===== config.mk =====
export PLATFORM = sky130hd
export DESIGN_NAME = data_memory_access_unit_flat
export DESIGN_NICKNAME = d
export VERILOG_FILES = /design/src/rtl/data_memory_access_unit_if.sv /design/src/rtl/data_memory_access_unit.sv /design/src/flat_wrapper.sv
export SDC_FILE = /design/constraint.sdc
export NUM_CORES = 1
export LEC_CHECK = 0
export ABC_AREA = 1
export CAP_MARGIN = 20
export CORE_MARGIN = 10
export CORE_UTILIZATION = 47
export CTS_CLUSTER_SIZE = 12
export DETAILED_ROUTE_END_ITERATION = 7
export PLACE_DENSITY_LB_ADDON = 0.1
export SYNTH_ARGS = -nofsm -noshare
export SYNTH_HDL_FRONTEND = slang
export SYNTH_SLANG_ARGS = --single-unit
export TNS_END_PERCENT = 50

===== constraint.sdc =====
create_clock -name clk -period 4.8 [get_ports clk]
set_input_delay 1.44 -clock clk [delete_from_list [all_inputs] [get_ports clk]]
set_output_delay 1.44 -clock clk [all_outputs]
set_load 0.01 [all_outputs]

===== src/rtl/data_memory_access_unit_if.sv =====
`default_nettype none
// ============================================================================
//  Module   : data_memory_access_unit_if
//  Purpose  : Bundles the MEM-stage request side and the data-memory
//             req/ack side of the data memory access unit.
//  Revision : 1.0  initial release
// ============================================================================
interface data_memory_access_unit_if;
    // pipeline (MEM stage) side
    logic        mem_read;
    logic        mem_write;
    logic [2:0]  func3;
    logic [31:0] address;
    logic [31:0] write_data;
    logic [31:0] data_out;
    logic        busy_wait;
    logic        access_fault;
    // data memory side
    logic        mem_req;
    logic        mem_we;
    logic [29:0] mem_addr;
    logic [3:0]  mem_be;
    logic [31:0] mem_wdata;
    logic [31:0] mem_rdata;
    logic        mem_ack;

    // view of the access unit itself
    modport master (
        input  mem_read, mem_write, func3, address, write_data, mem_rdata, mem_ack,
        output data_out, busy_wait, access_fault,
        output mem_req, mem_we, mem_addr, mem_be, mem_wdata
    );

    // view of the surrounding pipeline + memory model
    modport slave (
        output mem_read, mem_write, func3, address, write_data, mem_rdata, mem_ack,
        input  data_out, busy_wait, access_fault,
        input  mem_req, mem_we, mem_addr, mem_be, mem_wdata
    );
endinterface
`default_nettype wire


===== src/rtl/data_memory_access_unit.sv =====
`default_nettype none
// ============================================================================
//  Module   : data_memory_access_unit
//  Purpose  : MEM-stage bridge to a multi-cycle req/ack data memory. Latches
//             a load/store, drives word address, byte enables and replicated
//             store data, stalls the pipeline until acknowledge, returns the
//             offset-aligned read word, and drops/flags illegal, misaligned
//             or timed-out accesses.
//  Revision : 1.0  initial release
// ============================================================================
module data_memory_access_unit #(
    parameter int TIMEOUT = 64
) (
    input  logic                      clk,
    input  logic                      rst,
    data_memory_access_unit_if.master bus
);

    localparam int                 c_CNT_W    = (TIMEOUT > 2) ? $clog2(TIMEOUT) : 1;
    localparam logic [c_CNT_W-1:0] c_CNT_LAST = c_CNT_W'(TIMEOUT - 1);

    localparam logic [1:0] c_ST_IDLE   = 2'd0;
    localparam logic [1:0] c_ST_ACCESS = 2'd1;
    localparam logic [1:0] c_ST_DONE   = 2'd2;

    logic [1:0]         r_state;
    logic [1:0]         w_next_state;
    logic [c_CNT_W-1:0] r_count;
    logic [1:0]         r_offset;

    logic               w_req;
    logic               w_func3_ok;
    logic               w_misaligned;
    logic               w_fault;
    logic [3:0]         w_be;
    logic [31:0]        w_wdata;
    logic               w_last;

    // Request decode: legality, alignment, byte lanes and replicated data
    always_comb begin
        w_req        = bus.mem_read | bus.mem_write;
        w_func3_ok   = 1'b0;
        w_misaligned = 1'b0;
        w_be         = 4'b1111;
        w_wdata      = bus.write_data;

        if (bus.mem_write)
            w_func3_ok = (bus.func3 == 3'b000) || (bus.func3 == 3'b001) ||
                         (bus.func3 == 3'b010);
        else
            w_func3_ok = (bus.func3 == 3'b000) || (bus.func3 == 3'b001) ||
                         (bus.func3 == 3'b010) || (bus.func3 == 3'b100) ||
                         (bus.func3 == 3'b101);

        // func3[1:0] encodes the access size for both signed and unsigned loads
        case (bus.func3[1:0])
            2'b01:   w_misaligned = bus.address[0];
            2'b10:   w_misaligned = (bus.address[1:0] != 2'b00);
            default: w_misaligned = 1'b0;
        endcase

        w_fault = (bus.mem_read & bus.mem_write) | ~w_func3_ok | w_misaligned;

        case (bus.func3[1:0])
            2'b00: begin
                w_wdata = {4{bus.write_data[7:0]}};
                if (bus.mem_write) w_be = 4'b0001 << bus.address[1:0];
            end
            2'b01: begin
                w_wdata = {2{bus.write_data[15:0]}};
                if (bus.mem_write) w_be = 4'b0011 << bus.address[1:0];
            end
            default: begin
                w_wdata = bus.write_data;
                w_be    = 4'b1111;
            end
        endcase

        w_last = (r_count == c_CNT_LAST);
    end

    // State register
    always_ff @(posedge clk) begin
        if (rst) r_state <= c_ST_IDLE;
        else     r_state <= w_next_state;
    end

    // Next-state logic; ACK beats a coincident timeout
    always_comb begin
        w_next_state = r_state;
        case (r_state)
            c_ST_IDLE:   if (w_req) w_next_state = w_fault ? c_ST_DONE : c_ST_ACCESS;
            c_ST_ACCESS: if (bus.mem_ack || w_last) w_next_state = c_ST_DONE;
            c_ST_DONE:   w_next_state = c_ST_IDLE;
            default:     w_next_state = c_ST_IDLE;
        endcase
    end

    // Pipeline stall: raised as soon as a request appears, dropped in DONE
    always_comb begin
        bus.busy_wait = ((r_state == c_ST_IDLE) & w_req) | (r_state == c_ST_ACCESS);
    end

    // Memory-side registers, wait counter, fault pulse and load data return
    always_ff @(posedge clk) begin
        if (rst) begin
            bus.data_out     <= '0;
            bus.access_fault <= 1'b0;
            bus.mem_req      <= 1'b0;
            bus.mem_we       <= 1'b0;
            bus.mem_addr     <= '0;
            bus.mem_be       <= '0;
            bus.mem_wdata    <= '0;
            r_count          <= '0;
            r_offset         <= '0;
        end else begin
            bus.access_fault <= 1'b0;
            case (r_state)
                c_ST_IDLE: begin
                    r_count <= '0;
                    if (w_req) begin
                        if (w_fault) begin
                            bus.access_fault <= 1'b1;
                        end else begin
                            bus.mem_req   <= 1'b1;
                            bus.mem_we    <= bus.mem_write;
                            bus.mem_addr  <= bus.address[31:2];
                            bus.mem_be    <= w_be;
                            bus.mem_wdata <= w_wdata;
                            r_offset      <= bus.address[1:0];
                        end
                    end
                end
                c_ST_ACCESS: begin
                    if (bus.mem_ack) begin
                        bus.mem_req <= 1'b0;
                        if (!bus.mem_we)
                            bus.data_out <= bus.mem_rdata >> {r_offset, 3'b000};
                    end else if (w_last) begin
                        bus.mem_req      <= 1'b0;
                        bus.access_fault <= 1'b1;
                        if (!bus.mem_we)
                            bus.data_out <= '0;
                    end else begin
                        r_count <= r_count + 1'b1;
                    end
                end
                default: r_count <= '0;
            endcase
        end
    end

endmodule
`default_nettype wire


===== src/flat_wrapper.sv =====
// flat-port wrapper written by rule: the top's interface ports become plain ports
module data_memory_access_unit_flat 
#(
    parameter int TIMEOUT = 64
)
  (clk, rst, bus_mem_read, bus_mem_write, bus_func3, bus_address, bus_write_data, bus_mem_rdata, bus_mem_ack, bus_data_out, bus_busy_wait, bus_access_fault, bus_mem_req, bus_mem_we, bus_mem_addr, bus_mem_be, bus_mem_wdata);
  data_memory_access_unit_if bus_i ();
  input  logic clk;
  input  logic rst;
  input wire logic [$bits(bus_i.mem_read)-1:0] bus_mem_read;
  input wire logic [$bits(bus_i.mem_write)-1:0] bus_mem_write;
  input wire logic [$bits(bus_i.func3)-1:0] bus_func3;
  input wire logic [$bits(bus_i.address)-1:0] bus_address;
  input wire logic [$bits(bus_i.write_data)-1:0] bus_write_data;
  input wire logic [$bits(bus_i.mem_rdata)-1:0] bus_mem_rdata;
  input wire logic [$bits(bus_i.mem_ack)-1:0] bus_mem_ack;
  output wire logic [$bits(bus_i.data_out)-1:0] bus_data_out;
  output wire logic [$bits(bus_i.busy_wait)-1:0] bus_busy_wait;
  output wire logic [$bits(bus_i.access_fault)-1:0] bus_access_fault;
  output wire logic [$bits(bus_i.mem_req)-1:0] bus_mem_req;
  output wire logic [$bits(bus_i.mem_we)-1:0] bus_mem_we;
  output wire logic [$bits(bus_i.mem_addr)-1:0] bus_mem_addr;
  output wire logic [$bits(bus_i.mem_be)-1:0] bus_mem_be;
  output wire logic [$bits(bus_i.mem_wdata)-1:0] bus_mem_wdata;
  assign bus_i.mem_read = bus_mem_read;
  assign bus_i.mem_write = bus_mem_write;
  assign bus_i.func3 = bus_func3;
  assign bus_i.address = bus_address;
  assign bus_i.write_data = bus_write_data;
  assign bus_i.mem_rdata = bus_mem_rdata;
  assign bus_i.mem_ack = bus_mem_ack;
  assign bus_data_out = bus_i.data_out;
  assign bus_busy_wait = bus_i.busy_wait;
  assign bus_access_fault = bus_i.access_fault;
  assign bus_mem_req = bus_i.mem_req;
  assign bus_mem_we = bus_i.mem_we;
  assign bus_mem_addr = bus_i.mem_addr;
  assign bus_mem_be = bus_i.mem_be;
  assign bus_mem_wdata = bus_i.mem_wdata;
  data_memory_access_unit #(.TIMEOUT(TIMEOUT)) u_core (.clk(clk), .rst(rst), .bus(bus_i));
endmodule

# Word level (Yosys, flattened, before mapping)
# Cells that the tools add are included.
[classes]
n_addsub = 1
n_eq_ne = 12
n_shift = 3
muxes = 24
bitwise_logic = 12
reduce_logical = 17
[ops]
columns = ["cell", "n"]
rows = [
  ["two-way mux 32 bit", 4],
  ["case mux 32 bit (2 select lines)", 1],
  [">> shifter 32 x 5 -> 32 bit", 1],
  ["two-way mux 1 bit", 9],
  ["two-way mux 4 bit", 2],
  ["case mux 4 bit (2 select lines)", 1],
  ["adder 6 x 1 -> 6 bit, second input constant", 1],
  ["equality test 3 bit, second input constant", 2],
  ["equality test 6 bit, second input constant", 1],
  ["two-way mux 2 bit", 3],
  ["NOT 1 bit", 6],
  ["case mux 1 bit (2 select lines)", 3],
  ["AND reduction 3 bit", 2],
  ["nonzero test 2 bit", 3],
  ["logical OR 1 bit", 5],
  ["equality test 2 x 1 -> 1 bit, second input constant", 2],
  ["logical NOT 2 bit", 2],
  ["!= test 2 x 1 -> 1 bit, second input constant", 2],
  ["bitwise OR 1 bit", 4],
  ["case mux 2 bit (2 select lines)", 1],
  ["AND reduction 2 bit", 2],
  ["AND reduction 4 bit", 1],
  ["<< shifter 1 x 2 -> 4 bit, first input constant", 1],
  ["<< shifter 2 x 2 -> 4 bit, first input constant", 1],
  ["8 further kinds", 9],
]
[word_totals]
regBits = 111
inputBits = 104
word_cells = 79

# Depth between registers and ports, before layout
[depth]
word_depth = 12
ltp_mapped = 12
depth_no_buf = 11

# Worst setup path before layout
# OpenSTA, ideal clock, no wires.
[synth_path]
path_kind = "input port to output port"
start = "input bus_mem_write"
end = "output bus_busy_wait"
arrival_time_ns = 1.808
required_time_ns = 3.360
setup_slack_ns = 1.552
stages = 4
cell_sequence = "nor2_1 -> nor2_2 -> inv_1 -> nand2_1"
[synth_between]
elab_chain_len = 3
[synth_lines]
columns = ["element", "line_no", "text"]
rows = [
  ["start, declared", "flat_wrapper.sv:11", "input wire logic [$bits(bus_i.mem_write)-1:0] bus_mem_write;"],
  ["bitwise OR 1 bit", "data_memory_access_unit.sv:41", "w_req = bus.mem_read | bus.mem_write;"],
  ["bitwise AND 1 bit", "data_memory_access_unit.sv:101", "bus.busy_wait = ((r_state == c_ST_IDLE) & w_req) | (r_state == c_ST_ACCESS);"],
  ["bitwise OR 1 bit", "data_memory_access_unit.sv:101", ""],
  ["end, declared", "flat_wrapper.sv:18", "output wire logic [$bits(bus_i.busy_wait)-1:0] bus_busy_wait;"],
]
# No other way between the ends.

# Worst setup path after layout
# Ends and elaborated chain as after synthesis.

==> flow_metrics.env <==
export IMPL_rsz0062_at_grt="false"
export IMPL_critPathCaptureType="primary output"
export IMPL_maxCapViolCount=0
export IMPL_grt_pass1_vias=5468
export IMPL_drc_errors=0
export IMPL_status="completed"
export IMPL_vias=5385
export IMPL_first_pass_iters=5
export IMPL_pwr_share_clk_pct=29.8
export IMPL_dp_hpwl_um=12700
export IMPL_worstMarginPinSlew_ns=0.839
export IMPL_cts_sinks=111
export IMPL_dieArea_sq_um=15200
export IMPL_grt_max_degree=73
export IMPL_p_int_mw=1.49
export IMPL_root_buffer="clkbuf_8"
export IMPL_clock_skew_ns=0.00850
export IMPL_cts_tree="yes"
export IMPL_cts_resized=0
export IMPL_fin_nets=1020
export IMPL_ys_ff_latch=111
export IMPL_pwr_share_seq_pct=48.0
export IMPL_seq_area_frac_synth_pct=44.5
export IMPL_die_x_um=123
export IMPL_gp_congestion=0.870
export IMPL_drive_above_1_share_pct=4.28
export IMPL_drtIter0Drc=456
export IMPL_nFillCells=879
export IMPL_leakagePower_nw=2.82
export IMPL_antenna_found_initial=0
export IMPL_path_max_fanout=5
export IMPL_synth_top_area_share_pct=44.5
export IMPL_final_min_clock_period_ns=4.39
export IMPL_syn_nets=841
export IMPL_finalCoreUtilization_pct=70.7
export IMPL_fin_crit_sh_pct=91.5
export IMPL_required_ns=3.36
export IMPL_grt_overflow=0
export IMPL_fp_coreArea_sq_um=10300
export IMPL_wire_per_inst_um=16.2
export IMPL_syn_avg_cell_area_sq_um=6.86
export IMPL_area_growth_pct=45.9
export IMPL_cp_arrival_ns=2.95
export IMPL_switchingPower_mw=0.593
export IMPL_grt_usage_pct=22.0
export IMPL_multi_input_area_sq_um=2360
export IMPL_relSlewSlack_pct=44.0
export IMPL_post_cts_setup_buffers=0
export IMPL_start_util_pct=48.4
export IMPL_cts_hold_buffers=0
export IMPL_worstSetupStartpointType="input port"
export IMPL_port_buffers=205
export IMPL_seq_area_sq_um=2220
export IMPL_row_count=37
export IMPL_setup_worst_path_class="input port to primary output"
export IMPL_power_density_nw_per_um2=286
export IMPL_finalSetupViolCount=0
export IMPL_ios=206
export IMPL_synth_largest_area_cell="dfxtp_1"
export IMPL_ant_nets=0
export IMPL_cts_htree_levels=3
export IMPL_routed_wl_um=17000
export IMPL_synth_top_cells_by_area="dfxtp_1 (44%), nand2_1 (18%), a21oi_1 (9.9%)"
export IMPL_die_h_um=123
export IMPL_setup_tns_ns=0
export IMPL_cts_buffers=9
export IMPL_ys_types=24
export IMPL_clk_path_buf_depth=2
export IMPL_finalMaxSlewViolations=0
export IMPL_netlist_area_sq_um=5000
export IMPL_pwr_share_comb_pct=22.2
export IMPL_yosys_warnings=0
export IMPL_diodes=0
export IMPL_grt_pass1_wl_um=27100
export IMPL_hold_class="flip-flop to flip-flop"
export IMPL_peakVddDrop_mv=0.187
export IMPL_synthCells=729
export IMPL_clk_latency_ns=0.39
export IMPL_fmax_mhz=228
export IMPL_vias_per_cell=5.14
export IMPL_hold_viol=0
export IMPL_path_clk_slew_ns=0.10
export IMPL_swShare_pct=28.4
[final timing paths]
kind / endpoint / start / slack (ns) / cells after the start
max: bus_busy_wait / bus_mem_write / 0.41 / 6
min: u_core.bus.data_out[20]$_SDFFE_PP0P_ / u_core.bus.data_out[20]$_SDFFE_PP0P_ / 0.45 / 2
max reg2reg: u_core.bus.data_out[3]$_SDFFE_PP0P_ / u_core.r_offset[0]$_SDFFE_PP0P_ / 2.41 / 5
min reg2reg: u_core.bus.data_out[20]$_SDFFE_PP0P_ / u_core.bus.data_out[20]$_SDFFE_PP0P_ / 0.45 / 2
[through the flow]
step	setup WS [ns]	total power, mW	hold slack (ns)	cell area, sq um	std cells
global route	0.265	2.19	0.480	7290	1048
detailed placement	0.392	1.48	0.439	7060	1032
global placement	0.416	1.47	0.433	7060	1032
CTS	0.388	2.10	0.454	7270	1047
finish	0.409	2.09	0.452	7290	1048
floorplan	1.55	1.24	0.456	5000	729
[critical path: stages]
cell             delay [ns]
clkdlybuf4s50_1        0.55
nor2_1                 0.08
nor2_2                 0.20
inv_1                  0.08
nand2_1                0.06
clkdlybuf4s50_1        0.54
[power by group through the flow]
stage          Sequential (mW)  Combinational (mW)  Clock [mW]
2_1_floorplan             1.04               0.206           0
3_5_place_dp              1.02               0.460           0
4_1_cts                   1.00               0.462       0.637
3_3_place_gp              1.02               0.451           0
5_1_grt                   1.01               0.511       0.677
6_report                  1.00               0.463       0.622
[state kept, by name (all words and copies together) (netlist names)]
signal	cells
u_core.bus.mem_be	4
u_core.bus.access_fault	1
u_core.bus.mem_we	1
u_core.r_count	6
u_core.r_offset	2
u_core.r_state	2
u_core.bus.data_out	32
u_core.bus.mem_wdata	32
u_core.bus.mem_addr	30
u_core.bus.mem_req	1
[cell families (layout without fill, tap and decap cells)]
group	after synthesis	count (layout)	share of synthesized area [%]
flops	111	111	44.5
fa+ha+maj	8	8	2.00
simple gates	314	314	25.0
buf+inv	103	286	8.39
compound gates	193	193	20.1
[cells in the mapped netlist, drive strengths merged]
cell    instances
nor2           51
o21ai          77
nand4           1
inv            60
o22ai           9
a32oi           1
buf            20
nand3           9
nand2         242
a21oi          99
or2             9
ha              8
nand3b          1
nor4            1
o211ai          7
dfxtp         111
clkbuf         23
[routing by layer]
metal | vias to the layer above | track usage (%) | routed length [um]
met1 | 2460 | 24.6 | 6550
met2 | 209 | 37.2 | 8270
li1 | 2686 | - | -
met5 | - | 0 | 0
met3 | 30 | 8.20 | 1780
met4 | 0 | 8.81 | 421
[layout by cell type (no fill, tap or decap), types with 7 or more instances in the layout]
master	n
a21oi_1	99
clkbuf_8	9
clkdlybuf4s50_1	204
dfxtp_1	111
ha_1	8
inv_1	59
nand2_1	242
nand3_1	9
nor2_1	47
o211ai_1	7
o21ai_0	74
o22ai_1	9
or2_2	9
[cell type report]
| type | instances | share of cell area (%) |
|---|---|---|
| clock buffer | 9 | 1.70 |
| clock inverter | 6 | 1.25 |
| inverter | 60 | 3.09 |
| multi-input combinational | 515 | 32.3 |
| sequential | 111 | 30.5 |
| tap | 136 | 2.33 |
| timing repair buffer | 211 | 28.9 |
Note: power is estimated with default switching activity, not from simulation.
